**config.mk**
```make
export PLATFORM = sky130hd
export DESIGN_NAME = jk_reg_counter_flat
export DESIGN_NICKNAME = d
export VERILOG_FILES = /design/src/rtl/jk_reg_counter_if.sv /design/src/rtl/jk_reg_counter.sv /design/src/flat_wrapper.sv
export SDC_FILE = /design/constraint.sdc
export NUM_CORES = 1
export LEC_CHECK = 0
export ABC_AREA = 1
export BUFFER_PORTS_ARGS = -buffer_cell sky130_fd_sc_hd__buf_2
export CAP_MARGIN = 20
export CORE_ASPECT_RATIO = 0.7
export CORE_MARGIN = 8
export CORE_UTILIZATION = 25
export DETAILED_ROUTE_END_ITERATION = 12
export PLACE_DENSITY_LB_ADDON = 0.25
export SKIP_CTS_REPAIR_TIMING = 1
export SYNTH_ARGS = -nofsm -noshare
export SYNTH_HDL_FRONTEND = slang
export SYNTH_SLANG_ARGS = --single-unit
```
**constraint.sdc**
```tcl
create_clock -name clk -period 1.9 [get_ports clk]
set_input_delay 0.19 -clock clk [delete_from_list [all_inputs] [get_ports clk]]
set_output_delay 0.19 -clock clk [all_outputs]
set_load 0.005 [all_outputs]
```
**src/rtl/jk_reg_counter_if.sv**
```systemverilog
// Control/data bundle for jk_reg_counter: the master drives the update controls and
// J/K/D data, and the slave returns the register state and status pulses.
interface jk_reg_counter_if #(
    parameter int unsigned WIDTH = 8
);
    logic             en;
    logic [1:0]       mode;
    logic [WIDTH-1:0] j;
    logic [WIDTH-1:0] k;
    logic [WIDTH-1:0] d;
    logic [WIDTH-1:0] q;
    logic [WIDTH-1:0] qn;
    logic             tc;
    logic             changed;

    modport master (
        output en, mode, j, k, d,
        input  q, qn, tc, changed
    );

    modport slave (
        input  en, mode, j, k, d,
        output q, qn, tc, changed
    );
endinterface

```
**src/rtl/jk_reg_counter.sv**
```systemverilog
// WIDTH-bit JK register bank with parallel load and up/down count modes.
// Defining JKREG_SATURATE_EN makes the count modes saturate instead of wrapping.
module jk_reg_counter #(
    parameter int unsigned     WIDTH     = 8,
    parameter logic [WIDTH-1:0] RESET_VAL = '0
) (
    input logic          clk,
    input logic          rst,
    jk_reg_counter_if.slave bus
);
    typedef enum logic [1:0] {
        MODE_JK   = 2'b00,
        MODE_LOAD = 2'b01,
        MODE_UP   = 2'b10,
        MODE_DOWN = 2'b11
    } mode_e;

    localparam logic [WIDTH-1:0] ALL_ONES = {WIDTH{1'b1}};
    localparam logic [WIDTH-1:0] ALL_ZERO = {WIDTH{1'b0}};

    logic [WIDTH-1:0] q_r;
    logic             tc_r;
    logic             changed_r;
    logic [WIDTH-1:0] next_q_c;
    logic             wrap_c;
    mode_e            mode_c;

    assign mode_c = mode_e'(bus.mode);

    // Next state; j/k/d are only read inside their own mode branch so ignored inputs never reach q
    always_comb begin
        next_q_c = q_r;
        wrap_c   = 1'b0;
        if (bus.en) begin
            unique case (mode_c)
                MODE_JK: begin
                    for (int unsigned i = 0; i < WIDTH; i++) begin
                        unique case ({bus.j[i], bus.k[i]})
                            2'b00:   next_q_c[i] = q_r[i];
                            2'b01:   next_q_c[i] = 1'b0;
                            2'b10:   next_q_c[i] = 1'b1;
                            default: next_q_c[i] = ~q_r[i];
                        endcase
                    end
                end
                MODE_LOAD: next_q_c = bus.d;
                MODE_UP: begin
                    wrap_c = (q_r == ALL_ONES);
`ifdef JKREG_SATURATE_EN
                    next_q_c = wrap_c ? ALL_ONES : q_r + WIDTH'(1);
`else
                    next_q_c = q_r + WIDTH'(1);
`endif
                end
                default: begin
                    wrap_c = (q_r == ALL_ZERO);
`ifdef JKREG_SATURATE_EN
                    next_q_c = wrap_c ? ALL_ZERO : q_r - WIDTH'(1);
`else
                    next_q_c = q_r - WIDTH'(1);
`endif
                end
            endcase
        end
    end

    // State and status registers; reset discards any pending wrap
    always_ff @(posedge clk) begin
        if (rst) begin
            q_r       <= RESET_VAL;
            tc_r      <= 1'b0;
            changed_r <= 1'b0;
        end else begin
            q_r       <= next_q_c;
            tc_r      <= wrap_c;
            changed_r <= (next_q_c != q_r);
        end
    end

    assign bus.q       = q_r;
    assign bus.qn      = ~q_r;
    assign bus.tc      = tc_r;
    assign bus.changed = changed_r;
endmodule

```
**src/flat_wrapper.sv**
```systemverilog
// flat-port wrapper written by rule: the top's interface ports become plain ports
module jk_reg_counter_flat 
#(
    parameter int unsigned     WIDTH     = 8,
    parameter logic [WIDTH-1:0] RESET_VAL = '0
)
  (clk, rst, bus_en, bus_mode, bus_j, bus_k, bus_d, bus_q, bus_qn, bus_tc, bus_changed);
  jk_reg_counter_if #(.WIDTH(WIDTH)) bus_i ();
  input logic clk;
  input logic rst;
  input wire logic [$bits(bus_i.en)-1:0] bus_en;
  input wire logic [$bits(bus_i.mode)-1:0] bus_mode;
  input wire logic [$bits(bus_i.j)-1:0] bus_j;
  input wire logic [$bits(bus_i.k)-1:0] bus_k;
  input wire logic [$bits(bus_i.d)-1:0] bus_d;
  output wire logic [$bits(bus_i.q)-1:0] bus_q;
  output wire logic [$bits(bus_i.qn)-1:0] bus_qn;
  output wire logic [$bits(bus_i.tc)-1:0] bus_tc;
  output wire logic [$bits(bus_i.changed)-1:0] bus_changed;
  assign bus_i.en = bus_en;
  assign bus_i.mode = bus_mode;
  assign bus_i.j = bus_j;
  assign bus_i.k = bus_k;
  assign bus_i.d = bus_d;
  assign bus_q = bus_i.q;
  assign bus_qn = bus_i.qn;
  assign bus_tc = bus_i.tc;
  assign bus_changed = bus_i.changed;
  jk_reg_counter #(.WIDTH(WIDTH), .RESET_VAL(RESET_VAL)) u_core (.clk(clk), .rst(rst), .bus(bus_i));
endmodule
```
# Word level (Yosys, flattened, before mapping)
# Index checks and enable logic that the tools add are counted.
classes:
  muxes: 11
  eq_ne: 20
  bitwise: 10
  reduce_logical: 12
  addsub: 2
op_table:
  columns: ["cell", "n"]
  rows:
  - ["1-bit one-hot mux with 3 select lines", 8]
  - ["8-bit one-hot mux with 3 select lines", 1]
  - ["2-bit by 1-bit equality test with 1-bit output, second input constant", 9]
  - ["2-bit equality test, second input constant", 9]
  - ["2-bit logical NOT", 9]
  - ["1-bit inverter", 9]
  - ["8-bit by 1-bit adder with 8-bit output, second input constant", 1]
  - ["8-bit equality test, second input constant", 1]
  - ["8-bit logical NOT", 1]
  - ["8-bit 2-to-1 mux", 1]
  - ["8-bit inequality test", 1]
  - ["8-bit inverter", 1]
  - ["8-bit by 1-bit subtractor with 8-bit output, second input constant", 1]
  - ["2-bit OR reduction", 2]
  - ["1-bit one-hot mux with 2 select lines", 1]
totals:
  in_bits: 29
  output_inout_bits: 18
  wordCells: 58
  ff_bits: 10

# Depth between registers and ports, before layout
# Gate-level depths: netlist (run 1).
logic_depth:
  depth_word: 5
  ltp_mapped: 18
  mapped_depth_nobuf: 18

# Least setup slack after synthesis (run 1)
# No wires, ideal clock.
synth_timing:
  path_type: "register to register"
  startpoint: "register u_core.q_r[0], in the netlist u_core.bus.q[0]"
  endpoint: "register u_core.changed_r, in the netlist u_core.bus.changed"
  t_arrival_ns: 1.797
  synth_period_minus_slack_ns: 1.906
  slack_ns: -0.006
  path_stages_with_launch: 17
  setup_ns: 0.109
  cell_sequence: "dfxtp_1 inv_1 fa_1 inv_1 nand2_1 nand2_1 nand3b_1 nand2_1 nand2_1 nand3_1 nand2_1 nand2_1 nor2_1 nor2_1 nand3_1 nand2_1 inv_1"
synth_between:
  elab_chain_len: 5
  elab_cells_between_ends: 7
  cone_classes: "2 x add/sub; 1 x eq/ne; 3 x mux; 1 x bitwise"
synth_lines:
  columns: ["item", "line_no", "source"]
  rows:
  - ["start, declared", "jk_reg_counter.sv:21", "logic [WIDTH-1:0] q_r;"]
  - ["start signal, assigned", "jk_reg_counter.sv:74", "q_r <= next_q_c;"]
  - ["parallel branches: the longest is 4 deep, another holds 8-bit by 1-bit subtractor with 8-bit output", null, null]
  - ["8-bit inequality test *", "jk_reg_counter.sv:76", "changed_r <= (next_q_c != q_r);"]
  - ["end signal, assigned", "jk_reg_counter.sv:76", null]
  - ["end, declared", "jk_reg_counter.sv:23", "logic changed_r;"]
# Every way passes the cells marked *.
# A chain may end at the register's enable or synchronous reset.

# Worst setup path in the final report (run 1)
layout_timing:
  startpoint: "register u_core.q_r[1], in the netlist u_core.bus.q[1]"
  endpoint: "register u_core.changed_r, in the netlist u_core.bus.changed"
# The elaborated chain is that of the path after synthesis.

==> results of run 1 <==
-- registers in the layout, indices dropped and copies added, names as in the netlist --
signal,flops
u_core.bus.changed,1
u_core.bus.q,8
u_core.bus.tc,1
-- power by group through the flow --
stage	logic (mW)	registers [mW]	clock network [mW]
6_report	0.513	0.250	0.287
4_1_cts	0.477	0.247	0.291
3_3_place_gp	0.472	0.252	0
2_1_floorplan	0.276	0.258	0
3_5_place_dp	0.474	0.252	0
5_1_grt	0.583	0.254	0.306
-- worst max-delay path by stage --
stage / from / end / slack [ps]
final: u_core.bus.q[1]$_SDFF_PP0_ / u_core.bus.changed$_SDFF_PP0_ / 100
after CTS: u_core.bus.q[0]$_SDFF_PP0_ / u_core.bus.changed$_SDFF_PP0_ / -30
after floorplan: u_core.bus.q[0]$_SDFF_PP0_ / u_core.bus.changed$_SDFF_PP0_ / 60
after global routing: u_core.bus.q[1]$_SDFF_PP0_ / u_core.bus.changed$_SDFF_PP0_ / -80
after global placement: bus_mode[0] / u_core.bus.changed$_SDFF_PP0_ / -60
after detailed placement: bus_mode[0] / u_core.bus.changed$_SDFF_PP0_ / -110
-- synthesized netlist by cell type (2+ instances only) --
library cell | count | area, µm²
nand4_1 | 3 | 18.8
nand3_2 | 2 | 20.0
inv_2 | 3 | 11.3
nand2_2 | 3 | 18.8
nor4_1 | 3 | 18.8
dfxtp_1 | 10 | 200
o21ai_0 | 3 | 15.0
nand2_1 | 55 | 206
nor3_1 | 2 | 10.0
nor2_1 | 17 | 63.8
nand3_1 | 28 | 140
inv_1 | 30 | 113
o21ai_1 | 8 | 40.0
a21oi_1 | 16 | 80.1
ha_1 | 8 | 100
-- layer usage --
layer / wire, µm / vias to the layer above / part of all wire [%]
li1: - / 799 / -
met2: 1790 / 57 / 40
met5: 0 / - / 0
met1: 2180 / 644 / 49
met3: 431 / 4 / 9.7
met4: 21 / 0 / 0.48
-- cells by family (layout without fill, tap and decap cells) --
group	after synthesis	count (layout)	share of synthesized area (%)
AND/OR/NAND/NOR	116	116	44.8
buffers and inverters	37	106	12.7
AO/OA/AOI/OAI	30	30	13.6
flip-flops	10	10	17.2
adder cells (fa/ha/maj)	9	9	10.3
XOR/XNOR	1	1	1.40
-- worst reg2reg max path, stage by stage, from the launching register on --
cell and delay, ps:
dfxtp_2 330, inv_2 50, fa_2 360, inv_2 70, nand2_1 40, nand2_1 70
nand3b_1 120, nand2_1 90, nand2_1 70, nand3_2 80, nand2_2 60, nand2_2 60
nor2_1 40, nor2_2 90, nand3_1 80, nand2_1 60, inv_1 40
-- stage by stage --
step | setup TNS [ps] | hold slack (ps) | area, µm² | instances | power (mW)
6_report | 0 | 279 | 1740 | 327 | 1.05
5_1_grt | -80.4 | 284 | 1740 | 327 | 1.14
4_1_cts | -25.7 | 280 | 1670 | 327 | 1.01
3_5_place_dp | -105 | 524 | 1610 | 323 | 0.725
3_3_place_gp | -61.1 | 529 | 1610 | 323 | 0.724
2_1_floorplan | 0 | 430 | 1170 | 203 | 0.534
-- area by class of cell --
cell class / count / area share [%]
Multi-Input combinational cell: 156 / 51.0
Sequential cell: 10 / 11.8
Tap cell: 55 / 3.96
Clock buffer: 4 / 3.17
Timing Repair Buffer: 68 / 22.8
Inverter: 34 / 7.34
==> results.yml, run 1 <==
clock_network:
  clk_pin_slew_ps: 60
  cts_tree: "done"
  clkLatencyLatePin_ps: 250
  h-tree-depth: 1
  cts.sinks: 10
  cts_buffers: 3
  clockBufferDepth: 2
  clock_tree.root_cell: "clkbuf_8"
setup_path:
  cp_slowest_cell: "fa_2"
  r2r_cells: 16
  path_common_cell: "nand2_1"
  cp-end-kind: "flip-flop"
  crit_path_max_incr_delay_ps: 360
  cp-start-kind: "flip-flop"
  regToRegSetupSlack_ps: 100
  cp.depth: 16
  path_cells: "inv_2 -> fa_2 -> inv_2 -> nand2_1 -> nand2_1 -> nand3b_1 -> nand2_1 -> nand2_1 -> nand3_2 -> nand2_2 -> nand2_2 -> nor2_1 -> nor2_2 -> nand3_1 -> nand2_1 -> inv_1"
  regToRegEndpoint: "u_core.bus.changed$_SDFF_PP0_"
  cpLargestDelayFamily: "simple AND/OR/NAND/NOR gates"
  critical_path_class: "reg -> reg"
  arrival_ps: 1950
  critPathMaxFanout: 3
  required_ps: 2050
  worstReg2RegStart: "u_core.bus.q[1]$_SDFF_PP0_"
  cp_num_buf_inv: 3
floorplan:
  die_area_um2: 7130
  rows: 20
  start_util_pct: 26.4
  core-area_um2: 4400
  io_pins: 47
  die-height_um: 73.1
  die_w_um: 97.6
sta:
  tightest_slew_ps: 324
  fmax_ghz: 0.557
  setup_viol: 0
  skew_ps: 6.31
  slew_headroom_pct: 78.4
  min_period_over_period_pct: 94.5
  min_period_ps: 1800
  grt_setup_unrepaired: "true"
  finalHoldViolCount: 0
  finalWorstSetupSlack_ps: 104
  slew_viol_final: 0
flow_run:
  max_cap_violations: 0
pwr:
  power_frac_clock_pct: 27.3
  p_int_uw: 640
  comb_power_share_pct: 48.8
  p_per_area_nw_per_um2: 604
  ir_drop_mv: 0.278
  seqPwrFrac_pct: 23.8
  switching_share_pct: 39.0
  p_switching_uw: 409
  leakagePower_nw: 0.945
cells_and_area:
  mostFrequentLayoutCells: "49 x nand2_1, 46 x buf_2, 27 x inv_1"
  mostFrequentLayoutCell: "nand2_1"
  finish.utilization_pct: 39.5
  drive_above_1_share_pct: 38.6
  multi_input_area_um2: 886
  nNetsFinal: 311
  n_antenna_cell: 0
  nFillCells: 510
  areaGrowthSynthToFinish_pct: 49.2
  seqCellArea_um2: 205
route:
  viasPerCell: 4.60
  wl_per_cell_um: 13.5
  first_pass_iters: 4
  wl_mm: 4.42
  drc: 0
  vias: 1504
  postRouteAntennaNets: 0
  dr.first_iter.drc_count: 89
global_routing:
  grt_use_met1_pct: 16.0
  antenna_found_initial: 0
  grt_use_total_pct: 12.4
  grt-busiest-layer: "met2"
  grt_pass1_vias: 1529
  grt_max_degree: 12
  grt_pass1_wl_mm: 7.38
  gr-usage-met3_pct: 4.73
  use_met2_pct: 19.3
  gr-total-overflow: 0
yosys:
  ys_warn_count: 0
  syn_nets: 241
  syn_area_per_cell_um2: 5.74
  synth.distinct_cells: 27
  synth_edf_count: 0
  synth_seq_area_share_pct: 17.2
  synthArstFlopShare_pct: 0
  synth_area_um2: 1160
  synth_seq_cells: 10
  synth_cells: 203
  synth_ff_type: "dfxtp_1"
place:
  port_buffers: 46
  dp_slack_ps: -105
  hpwl_mm: 3.54
  gp_congestion: 0.876
outcome:
  status: "finished, final reports clean"
worst_hold_path:
  hold_path_class: "in -> reg"
  hp-start: "rst"
  worstHoldPathCells: 2
  hold_end: "u_core.bus.q[5]$_SDFF_PP0_"
(Power assumes the default switching activity.)
==> run 2, diff against run 1 <==
--- a/config.mk
+++ b/config.mk
@@ -11,8 +11,9 @@
 export CORE_ASPECT_RATIO = 0.7
 export CORE_MARGIN = 8
 export CORE_UTILIZATION = 25
+export CTS_BUF_LIST = sky130_fd_sc_hd__clkbuf_16
 export DETAILED_ROUTE_END_ITERATION = 12
-export PLACE_DENSITY_LB_ADDON = 0.25
+export PLACE_DENSITY = 0.52
 export SKIP_CTS_REPAIR_TIMING = 1
 export SYNTH_ARGS = -nofsm -noshare
 export SYNTH_HDL_FRONTEND = slang
==> run 2 against run 1 <==
Compared with the run above: clock skew is 6.0 ps lower; critical path depth is 2 lower; clock power is 31% higher; global-route usage is 0.49 points lower; power is 9.5% higher; worst hold slack better by 8.2 ps; critical endpoint unchanged; largest cell class unchanged; highest routed layer unchanged.
==> results.yml, run 2 (synthesis results as in run 1) <==
setup_path:
  crit_path_max_incr_delay_ps: 370
  cpLargestDelayFamily: "simple AND/OR/NAND/NOR gates"
  cp-start-kind: "flip-flop"
  required_ps: 2030
  path_cells: "inv_2 -> fa_2 -> inv_2 -> nand2_1 -> nand3_2 -> nand2_2 -> nand3_2 -> nand2_1 -> nor2_2 -> nand4_1 -> nor2_1 -> nand3_1 -> nand2_1 -> inv_1"
  critical_path_class: "reg -> reg"
  startpoint: "u_core.bus.q[1]$_SDFF_PP0_"
  cp-end-kind: "flip-flop"
  critPathMaxFanout: 3
  regToRegSetupSlack_ps: 100
  arrival_ps: 1930
  path_common_cell: "nand2_1"
  worstReg2RegStart: "u_core.bus.q[1]$_SDFF_PP0_"
  r2r_cells: 14
  regToRegEndpoint: "u_core.bus.changed$_SDFF_PP0_"
  cp_slowest_cell: "fa_2"
  cp_num_buf_inv: 3
sta:
  min_period_ps: 1800
  tightest_slew_ps: 308
  skew_ps: 0.352
  slew_viol_final: 0
  min_period_over_period_pct: 94.5
  slew_headroom_pct: 79.4
  fmax_ghz: 0.557
  whs_ps: 288
  setup_viol: 0
  grt_setup_unrepaired: "true"
  finalHoldViolCount: 0
cells_and_area:
  mostFrequentLayoutCells: "49 x nand2_1, 46 x buf_2, 28 x inv_1"
  nNetsFinal: 311
  nFillCells: 478
  largest_reg_flops: 8
  finish.utilization_pct: 41.0
  n_antenna_cell: 0
  areaGrowthSynthToFinish_pct: 55.1
  drive_above_1_share_pct: 39.9
  mostFrequentLayoutCell: "nand2_1"
place:
  gp_congestion: 0.873
  port_buffers: 46
  hpwl_mm: 3.45
route:
  vias: 1487
  viasPerCell: 4.56
  dr.first_iter.drc_count: 82
  postRouteAntennaNets: 0
  first_pass_iters: 4
  wl_per_cell_um: 13.2
  wl_mm: 4.30
  drc: 0
flow_run:
  max_cap_violations: 0
floorplan:
  die_area_um2: 7130
  die_w_um: 97.6
  start_util_pct: 26.4
  die-height_um: 73.1
  rows: 20
  io_pins: 47
  core-area_um2: 4400
clock_network:
  cts.sinks: 10
  clkLatencyLatePin_ps: 240
  cts_buffers: 3
  h-tree-depth: 1
  cts_tree: "done"
  clk_pin_slew_ps: 40
  clock_tree.root_cell: "clkbuf_16"
  clockBufferDepth: 2
global_routing:
  gr-total-overflow: 0
  grt_pass1_vias: 1400
  grt_pass1_wl_mm: 6.98
  grt_use_total_pct: 11.9
  grt_max_degree: 16
  antenna_found_initial: 0
pwr:
  ir_drop_mv: 0.313
  p_per_area_nw_per_um2: 636
  leakagePower_nw: 0.967
worst_hold_path:
  hp-start: "rst"
  hold_path_class: "in -> reg"
  hold_end: "u_core.bus.q[1]$_SDFF_PP0_"
  worstHoldPathCells: 2
outcome:
  status: "finished, final reports clean"
## run 2: layout make-up
| cell class | count | area (µm²) | area share [%] |
|---|---|---|---|
| clock buffer | 3 | 75.1 | 4.16 |
| sequential | 10 | 205 | 11.4 |
| tap | 55 | 68.8 | 3.81 |
| inverter | 34 | 128 | 7.06 |
| multi-input combinational | 156 | 922 | 51.0 |
| timing repair buffer | 68 | 408 | 22.6 |
## run 2: power by group
group | total (mW) | internal (mW) | switching, mW
clock | 0.375 | 0.273 | 0.101
sequential | 0.251 | 0.231 | 0.0200
combinational | 0.523 | 0.233 | 0.291
total | 1.15 | 0.737 | 0.412
## run 2: worst max-delay path by stage
stage                     depth (start not counted)                            end  slack [ps]
final                                            14  u_core.bus.changed$_SDFF_PP0_         100
after detailed placement                         19  u_core.bus.changed$_SDFF_PP0_         -50
after global routing                             16  u_core.bus.changed$_SDFF_PP0_         -40
after floorplan                                  16  u_core.bus.changed$_SDFF_PP0_          60
after CTS                                        16  u_core.bus.changed$_SDFF_PP0_          -2
after global placement                           19  u_core.bus.changed$_SDFF_PP0_         -30
## run 2: metrics by stage
step                cell area [µm²]  std cells  power [mW]  setup WS [ps]  TNS [ps]
CTS                            1680        324        1.10          -2.38     -2.38
floorplan                      1170        203       0.534           63.3         0
global placement               1610        321       0.719          -29.5     -29.5
finish                         1810        326        1.15            105         0
global route                   1810        326        1.24          -42.6     -42.6
detailed placement             1610        321       0.718          -46.2     -46.2
## run 2: routing by layer
layer,global-route usage [%],wire [µm]
met5,0,0
met4,1.51,11
met3,4.07,335
met2,17.0,1690
met1,17.0,2270
